===== src/rtl/pipe_pkg.sv =====
// Shared widths, control-bit map and FSM/command types for pipeline stage registers.
package pipe_pkg;

  localparam int unsigned CTRL_W_DEF = 8;
  localparam int unsigned DATA_W_DEF = 64;

  // Bit positions inside the control field, shared by every stage that packs in_ctrl.
  localparam int unsigned CTRL_REGWRITE = 0;
  localparam int unsigned CTRL_MEMWRITE = 1;
  localparam int unsigned CTRL_MEMREAD  = 2;
  localparam int unsigned CTRL_BRANCH   = 3;
  localparam int unsigned CTRL_JUMP     = 4;
  localparam int unsigned CTRL_MEMTOREG = 5;
  localparam int unsigned CTRL_ALUSRC   = 6;
  localparam int unsigned CTRL_HALT     = 7;

  // Occupancy of the two-entry skid stage.
  typedef enum logic [1:0] {
    ST_EMPTY = 2'd0,
    ST_ONE   = 2'd1,
    ST_FULL  = 2'd2
  } skid_state_e;

  // Per-entry update command: kill beats load, load beats clear.
  typedef struct packed {
    logic load;
    logic clear;
    logic kill;
  } entry_cmd_t;

endpackage


===== src/rtl/pipe_entry.sv =====
// One pipeline entry: valid + control + data. Control bits zero whenever the entry is invalid.
module pipe_entry
  import pipe_pkg::*;
#(
  parameter int unsigned CTRL_W = CTRL_W_DEF,
  parameter int unsigned DATA_W = DATA_W_DEF
) (
  input  logic              clk,
  input  logic              rst,
  input  entry_cmd_t        cmd,
  input  logic [CTRL_W-1:0] d_ctrl,
  input  logic [DATA_W-1:0] d_data,
  output logic              valid,
  output logic [CTRL_W-1:0] ctrl,
  output logic [DATA_W-1:0] data
);

  // Reset clears everything; kill/clear drop valid and ctrl but keep data.
  always_ff @(posedge clk) begin
    if (rst) begin
      valid <= 1'b0;
      ctrl  <= '0;
      data  <= '0;
    end else if (cmd.kill) begin
      valid <= 1'b0;
      ctrl  <= '0;
    end else if (cmd.load) begin
      valid <= 1'b1;
      ctrl  <= d_ctrl;
      data  <= d_data;
    end else if (cmd.clear) begin
      valid <= 1'b0;
      ctrl  <= '0;
    end
  end

endmodule


===== src/rtl/pipe_stage_reg.sv =====
// Pipeline stage register with valid/ready handshake, flush and optional skid buffer.
module pipe_stage_reg
  import pipe_pkg::*;
#(
  parameter int unsigned CTRL_W = CTRL_W_DEF,
  parameter int unsigned DATA_W = DATA_W_DEF,
  parameter int unsigned SKID   = 1
) (
  input  logic              clk,
  input  logic              rst,
  input  logic              flush,
  input  logic              in_valid,
  output logic              in_ready,
  input  logic [CTRL_W-1:0] in_ctrl,
  input  logic [DATA_W-1:0] in_data,
  output logic              out_valid,
  input  logic              out_ready,
  output logic [CTRL_W-1:0] out_ctrl,
  output logic [DATA_W-1:0] out_data
);

  logic              in_xfer;
  logic              out_xfer;
  entry_cmd_t        main_cmd;
  logic [CTRL_W-1:0] main_d_ctrl;
  logic [DATA_W-1:0] main_d_data;

  assign in_xfer  = in_valid && in_ready;
  assign out_xfer = out_valid && out_ready;

  // The main entry always drives the downstream side directly from flops.
  pipe_entry #(.CTRL_W(CTRL_W), .DATA_W(DATA_W)) u_main (
    .clk    (clk),
    .rst    (rst),
    .cmd    (main_cmd),
    .d_ctrl (main_d_ctrl),
    .d_data (main_d_data),
    .valid  (out_valid),
    .ctrl   (out_ctrl),
    .data   (out_data)
  );

  if (SKID != 0) begin : g_skid
    skid_state_e       state;
    skid_state_e       state_next;
    entry_cmd_t        skid_cmd;
    logic              skid_valid;
    logic [CTRL_W-1:0] skid_ctrl;
    logic [DATA_W-1:0] skid_data;

    // Skid entry catches the payload accepted while downstream stalls.
    pipe_entry #(.CTRL_W(CTRL_W), .DATA_W(DATA_W)) u_skid (
      .clk    (clk),
      .rst    (rst),
      .cmd    (skid_cmd),
      .d_ctrl (in_ctrl),
      .d_data (in_data),
      .valid  (skid_valid),
      .ctrl   (skid_ctrl),
      .data   (skid_data)
    );

    // Ready depends only on a flop, so out_ready never reaches in_ready.
    assign in_ready = !skid_valid;

    // Occupancy state register.
    always_ff @(posedge clk) begin
      if (rst) state <= ST_EMPTY;
      else     state <= state_next;
    end

    // Next occupancy and per-entry commands.
    always_comb begin
      state_next  = state;
      main_cmd    = '0;
      skid_cmd    = '0;
      main_d_ctrl = in_ctrl;
      main_d_data = in_data;
      if (flush) begin
        main_cmd.kill = 1'b1;
        skid_cmd.kill = 1'b1;
        state_next    = ST_EMPTY;
      end else begin
        case (state)
          ST_EMPTY: begin
            if (in_xfer) begin
              main_cmd.load = 1'b1;
              state_next    = ST_ONE;
            end
          end
          ST_ONE: begin
            if (in_xfer && out_xfer) begin
              main_cmd.load = 1'b1;
            end else if (in_xfer) begin
              skid_cmd.load = 1'b1;
              state_next    = ST_FULL;
            end else if (out_xfer) begin
              main_cmd.clear = 1'b1;
              state_next     = ST_EMPTY;
            end
          end
          ST_FULL: begin
            if (out_xfer) begin
              main_cmd.load  = 1'b1;
              main_d_ctrl    = skid_ctrl;
              main_d_data    = skid_data;
              skid_cmd.clear = 1'b1;
              state_next     = ST_ONE;
            end
          end
          default: state_next = ST_EMPTY;
        endcase
      end
    end
  end else begin : g_single
    // Single entry: free when empty or draining this cycle.
    assign in_ready = out_ready || !out_valid;

    // Load on input, clear on a drain with no refill.
    always_comb begin
      main_cmd    = '0;
      main_d_ctrl = in_ctrl;
      main_d_data = in_data;
      if (flush)         main_cmd.kill  = 1'b1;
      else if (in_xfer)  main_cmd.load  = 1'b1;
      else if (out_xfer) main_cmd.clear = 1'b1;
    end
  end

endmodule


===== config.mk =====
export PLATFORM = sky130hd
export DESIGN_NAME = pipe_stage_reg
export DESIGN_NICKNAME = d
export VERILOG_FILES = /design/src/rtl/pipe_pkg.sv /design/src/rtl/pipe_entry.sv /design/src/rtl/pipe_stage_reg.sv
export SDC_FILE = /design/constraint.sdc
export NUM_CORES = 1
export LEC_CHECK = 0
export BUFFER_PORTS_ARGS = -buffer_cell sky130_fd_sc_hd__buf_2
export CAP_MARGIN = 40
export CORE_MARGIN = 2
export CORE_UTILIZATION = 29
export DETAILED_ROUTE_END_ITERATION = 10
export HOLD_SLACK_MARGIN = 0.05
export PLACE_DENSITY = 0.47
export SETUP_SLACK_MARGIN = 0.5
export SLEW_MARGIN = 15
export SYNTH_ARGS = -nofsm -noshare
export SYNTH_HDL_FRONTEND = slang
export SYNTH_SLANG_ARGS = --single-unit

===== constraint.sdc =====
create_clock -name clk -period 4.34 [get_ports clk]
set_input_delay 0.868 -clock clk [delete_from_list [all_inputs] [get_ports clk]]
set_output_delay 0.868 -clock clk [all_outputs]
set_load 0.02 [all_outputs]

Yosys cells after proc, flatten, opt, wreduce, memory -nomap -nowiden
Cells that the tools add are included.
{"block": "op_classes", "n_mux": 33, "n_eq_ne": 6, "n_reduce_logical": 12, "n_bitwise": 1}
{"op": "64-bit 2-to-1 mux", "count": 3}
{"op": "8-bit 2-to-1 mux", "count": 7}
{"op": "1-bit 2-to-1 mux", "count": 14}
{"op": "2-bit 2-to-1 mux", "count": 7}
{"op": "2-bit inequality test, second input constant", "count": 3}
{"op": "2-bit one-hot mux with 3 select lines", "count": 1}
{"op": "2-bit AND reduction", "count": 2}
{"op": "4-bit AND reduction", "count": 1}
{"op": "2-bit nonzero test", "count": 2}
{"op": "2-bit OR reduction", "count": 2}
{"op": "1-bit logical AND", "count": 3}
{"op": "3-bit inequality test, second input constant", "count": 1}
{"op": "1-bit one-hot mux with 3 select lines", "count": 1}
{"op": "2-bit by 1-bit equality test with 1-bit output, second input constant", "count": 1}
{"op": "2-bit equality test, second input constant", "count": 1}
{"op": "2-bit logical NOT", "count": 1}
{"op": "1-bit logical NOT", "count": 1}
{"op": "1-bit NOT", "count": 1}
{"block": "totals", "wordCells": 59, "in_bits": 77, "ff_bits": 148, "output_inout_bits": 74}

Longest topological paths before layout
Gate-level depths: netlist of run 1.
{"block": "logic_depth", "word_depth": 8, "ltp_mapped": 7, "mapped_depth_nobuf": 4}

Cells and area by module
From an unflattened synthesis of run 1, not the netlist that was laid out.
{"block": "unflattened", "cells_unflattened": 741, "hier_area_um2": 6298.5}
{"module": "pipe_entry", "area_per_inst_um2": 2610.0, "n_inst": 2, "cells_each": 320, "seq_area_each_um2": 1461.4}
{"module": "pipe_stage_reg", "area_per_inst_um2": 1078.5, "n_inst": 1, "cells_each": 101, "seq_area_each_um2": 40.0}

Worst setup path before layout of run 1
No wires, ideal clock.
{"block": "synth_path", "path_kind": "in2reg", "from": "in flush", "to": "reg u_main.data[47]", "stages": 6, "setup_ns": 0.135, "setup_slack_ns": 2.149, "arrival_time_ns": 2.056, "path_buffers": 3, "required_ns": 4.205, "cell_sequence": "or4b_1 -> o22ai_1 -> buf_6 -> buf_6 -> buf_2 -> a311oi_1"}
{"block": "synth_via", "elab_chain_len": 3, "word_cells_on_any_way": 5, "cone_classes": "mux: 3; bitwise: 1; reduce/logical: 1"}
{"item": "start, declared", "line": "pipe_stage_reg.sv:11", "source": "input logic flush,"}
{"item": "1-bit 2-to-1 mux", "line": "pipe_stage_reg.sv:79", "source": "if (flush) begin"}
{"item": "1-bit NOT (no line)"}
{"item": "2-bit AND reduction (no line)"}
{"item": "end signal, assigned", "line": "pipe_entry.sv:30", "source": "data <= d_data;"}
{"item": "end, declared", "line": "pipe_entry.sv:15", "source": "output logic [DATA_W-1:0] data"}
Several ways; a longest one is shown, not always the timed one.
A chain may end at the register's enable or synchronous reset.

Worst setup path after layout of run 1
{"block": "layout_path", "from": "in out_ready", "to": "reg g_skid.u_skid.data[52]"}
{"block": "layout_via", "elab_chain_len": 6}
{"item": "start, declared", "line": "pipe_stage_reg.sv:17", "source": "input logic out_ready,"}
{"item": "1-bit logical AND", "line": "pipe_stage_reg.sv:29", "source": "assign out_xfer = out_valid && out_ready;"}
{"item": "1-bit logical AND", "line": "pipe_stage_reg.sv:92", "source": "if (in_xfer && out_xfer) begin"}
{"item": "1-bit 2-to-1 mux", "line": "pipe_stage_reg.sv:92"}
{"item": "1-bit 2-to-1 mux", "line": "pipe_stage_reg.sv:84", "source": "case (state)"}
{"item": "2-bit 2-to-1 mux", "line": "pipe_stage_reg.sv:79"}
{"item": "2-bit AND reduction (no line)"}
{"item": "end signal, assigned", "line": "pipe_entry.sv:30"}
{"item": "end, declared", "line": "pipe_entry.sv:15"}
Every way passes these cells.

==> flow_summary.toml, run 1 <==
[clock_network]
cts_tree = "done"
cts-buffers-inserted = 17
cts_hold_buf = 0
cts_buffer_depth = 2
clock_latency_ns = 0.42
cts.clk_slew.worst_paths_ns = 0.06
cts_sinks = 148
clock-root-buffer = "clkbuf_16"
cts_resized = 0
cts_setup_buffers = 0
htreeDepth = 4

[synth]
seq_area_frac_synth = 0.505
ys_top_cells_by_count = "nand2_1, dfxtp_1, a21oi_1"
yosys_warnings = 0
synth_cells = 743
yosys.area.top_type = "dfxtp_1"
synth_area_leaders = "dfxtp_1, nand2_1, a311oi_1"
synth_edf_count = 0
synth_top_area_frac = 0.505
synthDistinctLibCells = 26
synth.cell_area_um2 = 5860
synth.most_common_cell = "nand2_1"
async_reset_ff_frac = 0
synth_flop_cell = "dfxtp_1"
syn_nets = 820
synth-seq-cells = 148
syn_avg_cell_area_um2 = 7.89

[cells_and_area]
n_antenna_cell = 0
fin_nets = 936
drive_gt1_frac = 0.232
finalInstanceArea_um2 = 7370
area_growth_pct = 25.7
final.fill_count = 2228
layout.cells.non_filler = 1142

[setup_path]
critPathTopFamily = "simple AND/OR/NAND/NOR gates"
regToRegSetupSlack_ns = 2.00
r2r_cells = 5
cpPeakStageDelay_ns = 0.80
worstPathRequired_ns = 4.68
setup.worst_path.start_class = "input port"
critPathBufInv = 2
cp-end-kind = "register"
worstSetupPathType = "in2reg"
cp_slowest_cell = "and3_2"
crit_arrival_ns = 2.82
crit_chain = "buf_2 -> a21boi_1 -> and3_2 -> buf_12 -> nand2_1 -> a21oi_1"
crit_path_max_fanout = 39
crit-reg2reg-launch = "g_skid.state[0]"
rr_endpoint = "g_skid.u_skid.data[52]"
cp.depth = 6

[place]
hpwl_mm = 9.56
portBuffers = 150
dp.cells = 1110
preCtsSetupSlack_ns = 1.39
gp_congestion = 0.750
place_area_um2 = 6780

[floorplan]
dieArea_um2 = 21400
die_x_um = 146
die_y_um = 146
io_pins = 151
coreArea_um2 = 20000
start_util = 0.293
fp-row-count = 52

[route]
drt_iter0_drc = 256
drc = 0
routed_wl_mm = 15.9
vias = 5194
wire_per_inst_um = 13.9
dr.pass1.iters = 4
avgViaCountPerCell = 4.55
detail-route-antenna-nets = 0

[timing]
fin_setup_tns_ns = 0
report.final.slew_viol_count = 0
finalCritPeriodShare = 0.571
setup-violations-final = 0
relSlewSlack = 0.453
fin_hold_ws_ns = 0.452
fin_skew_ns = 0.00710
worst_pin_slew_ns = 0.820
finalCriticalPeriod_ns = 2.48
grt_setup_unrepaired = "no"
hold_violations = 0
worst_slack_ns = 1.86
timing.fmax_mhz = 403

[worst_hold_path]
worstHoldPathCells = 2
hp-start = "g_skid.u_skid.data[55]"
holdPathEnd = "g_skid.u_skid.data[55]"
hold_path.class = "reg2reg"

[global_routing]
grt_pass1_wl_mm = 25.9
grt_pass1_vias = 4915
antenna_found_initial = 0
grt_overflow = 0
grt_max_degree = 116
grt_usage = 0.151

[power_and_ir_drop]
static-leakage-power_nw = 2.91
power_density_nw_per_um2 = 442
vdd_drop_max_mv = 0.253

[status]
outcome = "completed"

[run]
cap_violations = 0
[stage by stage]
step	utilization	power (mW)
floorplan	-	1.68
global placement	0.337	1.81
detailed placement	0.338	1.81
CTS	0.368	3.32
global route	0.368	3.41
finish	0.368	3.26
[per-layer routing]
layer  part of all wire  up-vias  global-route usage
li1                   -     2746                   -
met1               0.50     2331               0.208
met2               0.46      103               0.236
met3              0.035       14              0.0319
met4              0.013        0              0.0553
met5                  0        -                   0
[how the worst max path moves through the flow]
stage / startpoint / endpoint / slack (ns)
final: out_ready / g_skid.u_skid.data[52] / 1.86
after global routing: out_ready / g_skid.u_skid.data[31] / 1.66
after CTS: out_ready / g_skid.u_skid.data[52] / 1.84
after detailed placement: out_ready / g_skid.u_skid.data[44] / 1.39
after global placement: out_ready / g_skid.u_skid.data[40] / 1.42
after floorplan: flush / u_main.data[47] / 2.15
[layout by cell type, fill, tap and decap left out, types with 2 or more instances in the layout]
cell        count
a21oi_1        83
a311oi_1       65
a311oi_2        7
buf_12          3
buf_2         149
buf_4           7
bufinv_16       3
clkbuf_1        2
clkbuf_16      17
clkinv_2        5
clkinvlp_4      2
dfxtp_1       148
inv_6           2
nand2_1       281
nand3_1         8
nand3b_1        2
nor2_1         68
nor2b_1         3
[flip-flops by register name, summed over array words and instances, names as in the netlist]
signal and flops:
g_skid.u_skid.data 64, u_main.data 64, g_skid.u_skid.ctrl 8, u_main.ctrl 8
g_skid.state 2, g_skid.u_skid.valid 1, u_main.valid 1
[final cells by class]
type | instances | area [µm²] | share of cell area
clock buffers | 19 | 433 | 0.0587
inverters | 1 | 3.75 | 0.000509
clock inverters | 13 | 156 | 0.0212
well taps | 270 | 338 | 0.0458
flip-flops and latches | 148 | 2960 | 0.402
repair buffers | 159 | 858 | 0.116
multi-input cells | 532 | 2620 | 0.355
[logic make-up (layout without fill, tap and decap cells)]
kind of cell | count (synthesis) | in the layout | share of synthesized area
buffers and inverters | 63 | 192 | 0.0553
DFF | 148 | 148 | 0.505
and+or+nand+nor | 371 | 371 | 0.246
AOI/OAI and AO/OA | 160 | 160 | 0.192
xor gates and xnor gates | 1 | 1 | 0.00149
[power by group]
part	internal [mW]	switching, mW
registers	1.42	0.0288
clock network	0.903	0.582
logic	0.119	0.207
[worst register-to-register path, delay by kind of cell (launching register included)]
kind                   cells  cell delay (ns)
AND/OR/NAND/NOR            2             0.89
AO/OA/AOI/OAI              2             0.67
flip-flops                 1             0.39
buffers and inverters      1             0.31
(Power assumes the default switching activity.)
==> run 2: changes to the inputs <==
PLACE_DENSITY = 0.49   (was 0.47)
clock period = 2.26 ns   (was 4.34 ns; I/O delays follow)
==> run 2 against run 1 <==
Critical path depth rose by 1. Via count up 7.6%. Die area unchanged. Critical path type is now reg2reg. Largest cell class unchanged.
==> flow_summary.toml, run 2 (synthesis gave the netlist of run 1 again) <==
[global_routing]
grt_max_degree = 129
grt_usage = 0.165
grt_pass1_vias = 5177
grt_pass1_wl_mm = 28.1
antenna_found_initial = 0
grt_overflow = 0

[route]
vias = 5590
avgViaCountPerCell = 4.75
drt_iter0_drc = 291
detail-route-antenna-nets = 0
routed_wl_mm = 19.0
drc = 0
wire_per_inst_um = 16.1
dr.pass1.iters = 4

[power_and_ir_drop]
static-leakage-power_nw = 3.25
power_density_nw_per_um2 = 778
vdd_drop_max_mv = 0.469

[floorplan]
coreArea_um2 = 20000
io_pins = 151
die_x_um = 146
fp-row-count = 52
dieArea_um2 = 21400
start_util = 0.293
die_y_um = 146

[clock_network]
cts.clk_slew.worst_paths_ns = 0.06
cts_tree = "done"
clock-root-buffer = "clkbuf_16"
cts_buffer_depth = 2
htreeDepth = 4
cts-buffers-inserted = 17
clock_latency_ns = 0.42
cts_sinks = 148

[setup_path]
crit_path_max_fanout = 8
worstPathRequired_ns = 2.53
crit_arrival_ns = 2.13
cp-end-kind = "register"
r2r_cells = 7
setup.worst_path.start_class = "register"
worstSetupPathType = "reg2reg"

[place]
portBuffers = 150
hpwl_mm = 9.95
gp_congestion = 0.734
dp.cells = 1116

[timing]
relSlewSlack = 0.575
grt_setup_unrepaired = "yes"
setup-violations-final = 0
hold_violations = 0
fin_hold_ws_ns = 0.274
fin_skew_ns = 0.00912
worst_pin_slew_ns = 0.637
fin_setup_tns_ns = 0
finalCriticalPeriod_ns = 1.86
report.final.slew_viol_count = 0
finalCritPeriodShare = 0.823
timing.fmax_mhz = 537

[cells_and_area]
fin_nets = 970
drive_gt1_frac = 0.274
reg.largest.list = "g_skid.u_skid.data: 64 flops, u_main.data: 64 flops"
mostFrequentLayoutCells = "nand2_1, buf_2, dfxtp_1"
final_common_cell = "nand2_1"
layout.cells.non_filler = 1176
area_growth_pct = 38.6
n_antenna_cell = 0

[status]
outcome = "completed"

[run]
cap_violations = 0

[worst_hold_path]
hold_path.class = "in2reg"
worstHoldPathCells = 3
## run 2: power breakdown
part / switching [mW] / internal, mW / leakage [nW]
combinational: 0.465 / 0.374 / 1.77
clock: 1.15 / 1.55 / 0.271
sequential: 0.0572 / 2.72 / 1.21
total: 1.67 / 4.65 / 3.25
## run 2: critical path, cell delays in order, from the launching register on
cell       delay, ns
dfxtp_2         0.32
or4b_4          0.52
o22ai_4         0.18
buf_12          0.16
buf_4           0.13
buf_12          0.16
clkbuf_16       0.17
a311oi_1        0.08
## run 2: stage by stage
step | util | setup slack (ns) | area, µm² | power (mW)
finish | 0.405 | 0.399 | 8120 | 6.32
global route | 0.405 | 0.335 | 8120 | 6.60
CTS | 0.391 | 0.382 | 7840 | 6.33
detailed placement | 0.344 | 0.0990 | 6890 | 3.48
global placement | 0.344 | 0.163 | 6890 | 3.47
floorplan | - | 0.485 | 5860 | 3.24
## run 2: path summary, 6_finish.rpt
kind,from,end,slack [ns]
worst min-delay path,in_data[5],g_skid.u_skid.data[5],0.27
worst max register to register,g_skid.state[1],u_main.data[36],0.40
worst min register to register,g_skid.u_skid.data[46],g_skid.u_skid.data[46],0.46
worst max-delay path,g_skid.state[1],u_main.data[36],0.40
## run 2: metal layers
layer  up-vias  share of wire  GRT usage
li1       2830              -          -
met5         -              0          0
met3        11          0.050     0.0397
met4         0          0.011     0.0408
met2       127           0.48      0.281
met1      2622           0.46      0.213
## run 2: timing repair
item,in CTS,in global routing
resized for setup,17,15
cloned,8,10
hold buffers,0,0
endpoints found under the setup margin,72,145
pin swaps,20,31
setup buffers,9,1
## run 2: final cells by class
| cell class | count | area, µm² |
|---|---|---|
| well taps | 270 | 338 |
| flip-flops and latches | 148 | 2970 |
| fillers | 2118 | 11900 |
| inverters | 1 | 3.75 |
| multi-input cells | 532 | 2640 |
| clock buffers | 22 | 494 |
| clock inverters | 10 | 71.3 |
| repair buffers | 193 | 1610 |
